## src/rtl/store_narrow_unit_pkg.sv

```systemverilog
// Shared definitions for the store path.
//   SIZE_* : access size codes on SizeSel (also used by the load extender)
//   state_t: store FSM state encoding
//   isIllegal(): size/alignment check applied when a store is accepted
package store_narrow_unit_pkg;

  localparam logic [1:0] SIZE_WORD = 2'b00;
  localparam logic [1:0] SIZE_HALF = 2'b01;
  localparam logic [1:0] SIZE_BYTE = 2'b10;
  localparam logic [1:0] SIZE_ILL  = 2'b11;

  typedef enum logic [2:0] {
    IDLE    = 3'd0,
    RD_REQ  = 3'd1,
    RD_WAIT = 3'd2,
    WR      = 3'd3,
    DONE    = 3'd4,
    ERR     = 3'd5
  } state_t;

  function automatic logic isIllegal(input logic [1:0] size, input logic [1:0] addrLo);
    return (size == SIZE_ILL)
        || ((size == SIZE_HALF) && addrLo[0])
        || ((size == SIZE_WORD) && (addrLo != 2'b00));
  endfunction

endpackage

```

## src/rtl/store_lane_merge.sv

```systemverilog
// Combinational lane merge: inserts the low byte/halfword/word of `data` into
// the little-endian word `rdWord` at the lane selected by `addrLo`.
//   rdWord  in  32  word read back from memory
//   data    in  32  register data (low 8/16/32 bits used)
//   size    in  2   SIZE_* code
//   addrLo  in  2   byte offset within the word
//   merged  out 32  word to write back
// An illegal size returns rdWord unchanged.
module store_lane_merge
  import store_narrow_unit_pkg::*;
(
  input  logic [31:0] rdWord,
  input  logic [31:0] data,
  input  logic [1:0]  size,
  input  logic [1:0]  addrLo,
  output logic [31:0] merged
);

  always_comb begin
    merged = rdWord;
    case (size)
      SIZE_WORD: merged = data;
      SIZE_HALF: merged[{addrLo[1], 4'b0000} +: 16] = data[15:0];
      SIZE_BYTE: merged[{addrLo, 3'b000} +: 8] = data[7:0];
      default:   merged = rdWord;
    endcase
  end

endmodule

```

## src/rtl/store_narrow_unit.sv

```systemverilog
// Multi-cycle sub-word store unit. Word stores write directly; byte and
// halfword stores read the target word, merge the new lane and write back.
//   CLK, Reset(active-low async)
//   Start, SizeSel, Addr, DataIn        request side, sampled in IDLE only
//   Busy, Done, AlignErr, TimeoutErr    status; Done/errors are 1-cycle pulses
//   MemAddr, MemRdEn, MemRdData, MemRdValid, MemWrEn, MemWrData   memory port
// RD_TIMEOUT: wait cycles without MemRdValid before giving up (0 = never).
module store_narrow_unit
  import store_narrow_unit_pkg::*;
#(
  parameter int RD_TIMEOUT = 15
) (
  input  logic        CLK,
  input  logic        Reset,
  input  logic        Start,
  input  logic [1:0]  SizeSel,
  input  logic [31:0] Addr,
  input  logic [31:0] DataIn,
  output logic        Busy,
  output logic        Done,
  output logic        AlignErr,
  output logic        TimeoutErr,
  output logic [31:0] MemAddr,
  output logic        MemRdEn,
  input  logic [31:0] MemRdData,
  input  logic        MemRdValid,
  output logic        MemWrEn,
  output logic [31:0] MemWrData
);

  localparam int CntW = (RD_TIMEOUT < 2) ? 1 : $clog2(RD_TIMEOUT + 1);

  state_t state, stateNext;
  logic [31:0] addrQ, dataQ, rdWordQ;
  logic [1:0]  sizeQ;
  logic [CntW-1:0] toCnt;
  logic toErrQ;
  logic timeoutHit;

  // True on the RD_WAIT cycle that would bring the miss count up to the limit.
  assign timeoutHit = (RD_TIMEOUT != 0) && ((toCnt + CntW'(1)) == CntW'(RD_TIMEOUT));

  always_ff @(posedge CLK or negedge Reset) begin
    if (!Reset) begin
      state   <= IDLE;
      addrQ   <= '0;
      dataQ   <= '0;
      sizeQ   <= '0;
      rdWordQ <= '0;
      toCnt   <= '0;
      toErrQ  <= 1'b0;
    end else begin
      state  <= stateNext;
      toErrQ <= (state == RD_WAIT) && !MemRdValid && timeoutHit;
      if ((state == IDLE) && Start) begin
        addrQ <= Addr;
        dataQ <= DataIn;
        sizeQ <= SizeSel;
      end
      if (((state == RD_REQ) || (state == RD_WAIT)) && MemRdValid)
        rdWordQ <= MemRdData;
      if (state == RD_REQ)
        toCnt <= '0;
      else if ((state == RD_WAIT) && !MemRdValid)
        toCnt <= toCnt + CntW'(1);
    end
  end

  // The IDLE decision uses the live inputs, which are exactly what gets
  // latched on this edge, so the first active state follows Start directly.
  always_comb begin
    stateNext = state;
    case (state)
      IDLE: begin
        if (Start) begin
          if (isIllegal(SizeSel, Addr[1:0])) stateNext = ERR;
          else if (SizeSel == SIZE_WORD)     stateNext = WR;
          else                               stateNext = RD_REQ;
        end
      end
      RD_REQ:  stateNext = MemRdValid ? WR : RD_WAIT;
      RD_WAIT: begin
        if (MemRdValid)      stateNext = WR;
        else if (timeoutHit) stateNext = DONE;
      end
      WR:      stateNext = DONE;
      DONE:    stateNext = IDLE;
      ERR:     stateNext = IDLE;
      default: stateNext = IDLE;
    endcase
  end

  store_lane_merge uMerge (
    .rdWord (rdWordQ),
    .data   (dataQ),
    .size   (sizeQ),
    .addrLo (addrQ[1:0]),
    .merged (MemWrData)
  );

  assign Busy       = (state != IDLE);
  assign Done       = (state == DONE) || (state == ERR);
  assign AlignErr   = (state == ERR);
  assign TimeoutErr = (state == DONE) && toErrQ;
  assign MemRdEn    = (state == RD_REQ);
  assign MemWrEn    = (state == WR);
  assign MemAddr    = {addrQ[31:2], 2'b00};

endmodule

```

## config.mk

```make
export PLATFORM = sky130hd
export DESIGN_NAME = store_narrow_unit
export DESIGN_NICKNAME = d
export VERILOG_FILES = /design/src/rtl/store_narrow_unit_pkg.sv /design/src/rtl/store_lane_merge.sv /design/src/rtl/store_narrow_unit.sv
export SDC_FILE = /design/constraint.sdc
export NUM_CORES = 1
export LEC_CHECK = 0
export BUFFER_PORTS_ARGS = -buffer_cell sky130_fd_sc_hd__buf_2
export CORE_UTILIZATION = 51
export DETAILED_ROUTE_END_ITERATION = 8
export PLACE_DENSITY = 0.85
export SYNTH_ARGS = -nofsm -noshare
export SYNTH_HDL_FRONTEND = slang
export SYNTH_SLANG_ARGS = --single-unit
```

## constraint.sdc

```tcl
create_clock -name CLK -period 2.8 [get_ports CLK]
set_input_delay 0.56 -clock CLK [delete_from_list [all_inputs] [get_ports CLK]]
set_output_delay 0.56 -clock CLK [all_outputs]
set_load 0.005 [all_outputs]
```

==> flow_summary.html <==
<table>
<tr><th>Metric</th><th>Value</th></tr>
<tr><th colspan="2">Placement</th></tr>
<tr><td>Post-DP HPWL</td><td>9.38 mm</td></tr>
<tr><td>Worst setup timing slack at the placement stage</td><td>0.0705 ns</td></tr>
<tr><td>Total of buffers placed on input and output ports</td><td>169</td></tr>
<tr><td>Total placed cells including tap cells</td><td>698</td></tr>
<tr><td>Last weighted congestion value of the routability-driven placer</td><td>0.900</td></tr>
<tr><th colspan="2">Worst hold path</th></tr>
<tr><td>Worst min-delay path class</td><td>in2async</td></tr>
<tr><th colspan="2">Drt</th></tr>
<tr><td>Post-route ant nets</td><td>0</td></tr>
<tr><td>Routed vias</td><td>4066</td></tr>
<tr><td>Post-detailed-route DRC marker count</td><td>0</td></tr>
<tr><td>Initial detailed-routing violation count</td><td>226</td></tr>
<tr><td>Pre-Repair DR Iteration Count</td><td>4</td></tr>
<tr><td>Routed vias/inst</td><td>5.61</td></tr>
<tr><td>Total detailed-routing wirelength</td><td>13.2 mm</td></tr>
<tr><td>Average wire per standard cell</td><td>18.2 um</td></tr>
<tr><th colspan="2">Final layout</th></tr>
<tr><td>Filler cell count</td><td>814</td></tr>
<tr><td>Top library cells by usage in the layout, fill and taps aside</td><td>sky130_fd_sc_hd__buf_2 (168), sky130_fd_sc_hd__dfrtp_1 (106), sky130_fd_sc_hd__mux2_2 (86), sky130_fd_sc_hd__nand2_1 (25), sky130_fd_sc_hd__buf_4 (19)</td></tr>
<tr><td>Final net count</td><td>693</td></tr>
<tr><td>Ratio of cells with drive above 1 in the final layout</td><td>54.0%</td></tr>
<tr><td>Area of combinational cells with multiple inputs</td><td>2360 um2</td></tr>
<tr><td>Antenna Cells</td><td>0</td></tr>
<tr><td>Flip-flop and latch area</td><td>2650 um2</td></tr>
<tr><td>Area Growth Syn to Fin</td><td>21.0%</td></tr>
<tr><td>Most common library cell in the layout ignoring fill and taps</td><td>sky130_fd_sc_hd__buf_2</td></tr>
<tr><td>Final instance count without filler cells</td><td>725</td></tr>
<tr><td>Final core utilization</td><td>63.2%</td></tr>
<tr><th colspan="2">STA</th></tr>
<tr><td>Worst-case clock skew</td><td>0.00728 ns</td></tr>
<tr><td>Worst slew margin relative to its limit</td><td>58.0%</td></tr>
<tr><td>Count of endpoints failing setup in the final report</td><td>7</td></tr>
<tr><td>Final worst path period share</td><td>105%</td></tr>
<tr><td>PnR worst setup slack</td><td>-0.127 ns</td></tr>
<tr><td>Transition at the pin with the smallest max-transition slack</td><td>0.630 ns</td></tr>
<tr><td>Unrepaired setup endpoints after global routing</td><td>true</td></tr>
<tr><td>Number of slew-limit violations in the final report</td><td>0</td></tr>
<tr><td>Highest achievable clock rate</td><td>0.342 GHz</td></tr>
<tr><td>Count of final hold-check violations</td><td>0</td></tr>
<tr><td>Shortest period the worst path allows</td><td>2.93 ns</td></tr>
<tr><th colspan="2">Floorplanning</th></tr>
<tr><td>Total die area</td><td>10900 um2</td></tr>
<tr><td>Initial Utilization</td><td>52.3%</td></tr>
<tr><td>Die Y</td><td>104 um</td></tr>
<tr><td>Standard cell core area</td><td>10200 um2</td></tr>
<tr><td>Floorplan die width</td><td>104 um</td></tr>
<tr><td>I/O pins</td><td>172</td></tr>
<tr><td>Rows</td><td>37</td></tr>
<tr><th colspan="2">Global route</th></tr>
<tr><td>Overall Global Routing Usage</td><td>24.7%</td></tr>
<tr><td>Via count of the first global-routing pass</td><td>4227</td></tr>
<tr><td>First-pass GRT wire length</td><td>20.7 mm</td></tr>
<tr><td>Gr ovfl total</td><td>0</td></tr>
<tr><td>Initial antenna violation count</td><td>2</td></tr>
<tr><td>Maximum number of pins on one net before global-route repair</td><td>71</td></tr>
<tr><th colspan="2">Critical path</th></tr>
<tr><td>Critical path startpoint category</td><td>flip-flop</td></tr>
<tr><td>Type of destination of the critical path</td><td>output pin</td></tr>
<tr><td>Delay of the slowest critical-path stage</td><td>0.40 ns</td></tr>
<tr><td>Cell with the biggest individual delay on the critical path</td><td>sky130_fd_sc_hd__dfrtp_1</td></tr>
<tr><td>Critical path arrival</td><td>2.37 ns</td></tr>
<tr><td>Critical Setup Path Class</td><td>reg2out</td></tr>
<tr><td>Crit path cell chain</td><td>inv_2 -&gt; buf_4 -&gt; ha_4 -&gt; inv_1 -&gt; a2111oi_4 -&gt; buf_4 -&gt; a22oi_2 -&gt; o221ai_2 -&gt; buf_2</td></tr>
<tr><td>Reg2Reg Setup Slack</td><td>0.93 ns</td></tr>
<tr><td>Most frequent cell on the critical path</td><td>sky130_fd_sc_hd__buf_4</td></tr>
<tr><td>Family of cells with the greatest summed delay on the critical path</td><td>buffers and inverters</td></tr>
<tr><td>Largest driver fanout on the critical path</td><td>3</td></tr>
<tr><td>Beginning of the worst register-to-register path</td><td>state[1]</td></tr>
<tr><td>WP buf/inv</td><td>5</td></tr>
<tr><td>Data required time of the critical path</td><td>2.24 ns</td></tr>
<tr><td>Cell count of the worst reg-to-reg path</td><td>5</td></tr>
<tr><td>Worst r2r dst</td><td>addrQ[5]</td></tr>
<tr><th colspan="2">Clock tree</th></tr>
<tr><td>Clock transition time at the flip-flop clock pins of the worst setup and hold paths</td><td>0.09 ns</td></tr>
<tr><td>Num CTS Buffers</td><td>9</td></tr>
<tr><td>Clock tree root driver cell</td><td>sky130_fd_sc_hd__clkbuf_8</td></tr>
<tr><td>CTS tree</td><td>built</td></tr>
<tr><td>Sinks on Clock Net</td><td>106</td></tr>
<tr><td>Insertion delay to the later sink of the worst-skew pair</td><td>0.38 ns</td></tr>
<tr><td>Level count of the clock H-tree</td><td>3</td></tr>
<tr><td>Maximum root-to-sink buffer count</td><td>2</td></tr>
<tr><th colspan="2">Logic synthesis</th></tr>
<tr><td>Post-synthesis instance total</td><td>432</td></tr>
<tr><td>Count of warnings emitted by yosys</td><td>0</td></tr>
<tr><td>Ys async rst share</td><td>100%</td></tr>
<tr><td>Post-synth cell types</td><td>48</td></tr>
<tr><td>Synth Area per Inst</td><td>12.4 um2</td></tr>
<tr><td>EDFF count, synth</td><td>0</td></tr>
<tr><td>Combined area of all synthesized cells</td><td>5350 um2</td></tr>
<tr><td>Sequential element share of the synthesized area</td><td>49.6%</td></tr>
<tr><td>Flop and latch count out of synthesis</td><td>106</td></tr>
<tr><td>Top flip-flop cell by instance count after synthesis</td><td>sky130_fd_sc_hd__dfrtp_1</td></tr>
<tr><th colspan="2">Power and ir drop</th></tr>
<tr><td>Pwr/cell area</td><td>1210 nW/um2</td></tr>
<tr><td>Leak pwr</td><td>3.00 nW</td></tr>
<tr><td>Maximum VDD drop</td><td>0.614 mV</td></tr>
<tr><th colspan="2">Status</th></tr>
<tr><td>Violations in the final reports</td><td>negative setup slack</td></tr>
<tr><td>Outcome</td><td>complete, but fails checks</td></tr>
<tr><th colspan="2">Job</th></tr>
<tr><td>Maxcap violations</td><td>0</td></tr>
</table>
## report_power, final
part	internal (mW)	total (mW)	switching (mW)
logic	2.15	3.99	1.83
registers	2.30	2.96	0.667
clock network	0.344	0.856	0.512
## cells by family (layout without fill, tap and decap cells)
| group | after synthesis | count (layout) | synth area share (%) |
|---|---|---|---|
| compound gates | 94 | 94 | 13.2 |
| xor+xnor | 3 | 3 | 0.492 |
| fa+ha+maj | 7 | 7 | 1.64 |
| buf+inv | 66 | 222 | 8.40 |
| flops | 106 | 106 | 49.6 |
| mux | 94 | 94 | 19.8 |
| other cells | 1 | 2 | 0.0701 |
| simple gates | 61 | 61 | 6.76 |
## how the worst max path moves through the flow
| stage | startpoint | to | slack (ns) | cells past startpoint |
|---|---|---|---|---|
| global route | addrQ[0] | MemWrData[23] | -0.22 | 8 |
| finish | addrQ[1] | MemWrData[23] | -0.13 | 9 |
| floorplan | addrQ[0] | MemWrData[21] | 0.33 | 6 |
| CTS | addrQ[1] | MemWrData[21] | -0.21 | 8 |
| global placement | addrQ[0] | MemWrData[18] | 0.20 | 8 |
| detailed placement | addrQ[0] | MemWrData[18] | 0.07 | 8 |
## synth_stat cells, drive strengths merged (3+ instances only)
cell	n	area (um2)
inv	13	48.8
a22o	16	140
nor2b	9	56.3
buf	51	384
nor2	8	40.0
dfrtp	106	2650
a221oi	11	96.3
nor3	3	20.0
mux2	94	1060
a21oi	12	60.1
a22oi	13	97.6
ha	7	87.6
nor3b	3	33.8
o21ai	16	80.1
o221ai	10	87.6
a21o	8	60.1
nand2	25	93.8
## state kept, by name, indices dropped and copies added, names as in the netlist
signal   flops
addrQ       32
dataQ       32
rdWordQ     32
sizeQ        2
state        3
toCnt        4
toErrQ       1
## routing by layer
layer / track usage (%) / up-vias / routed length (um) / share of wire (%)
met5: 0 / - / 13 / 0.099
met4: 13.8 / 2 / 421 / 3.2
met3: 5.89 / 37 / 899 / 6.8
met2: 40.8 / 155 / 6650 / 50
met1: 29.5 / 2023 / 5190 / 39
li1: - / 1849 / - / -
## through the flow
| step | hold WS, ns | setup TNS (ns) | power, mW | instance area, um2 |
|---|---|---|---|---|
| 5_1_grt | 0.0383 | -1.34 | 8.34 | 6470 |
| 2_1_floorplan | 0.264 | 0 | 5.55 | 5350 |
| 4_1_cts | 0.0266 | -1.14 | 7.66 | 6370 |
| 6_report | 0.0405 | -0.415 | 7.81 | 6470 |
| 3_3_place_gp | 0.442 | 0 | 6.46 | 6090 |
| 3_5_place_dp | 0.448 | 0 | 6.65 | 6090 |
## layout make-up
cell class	instances	share of cell area (%)
multi-input combinational	261	36.4
tap	136	2.63
clock buffer	11	2.19
timing repair buffer	193	16.5
sequential	106	41.0
clock inverter	5	0.464
inverter	13	0.754
## timing repair
item,CTS,global route
pin swaps,7,10
hold buffers,0,0
hold endpoints to repair,0,0
resized for setup,12,12
setup endpoints to repair,20,24
buffers inserted,9,2
Note: power is estimated with default switching activity, not from simulation.
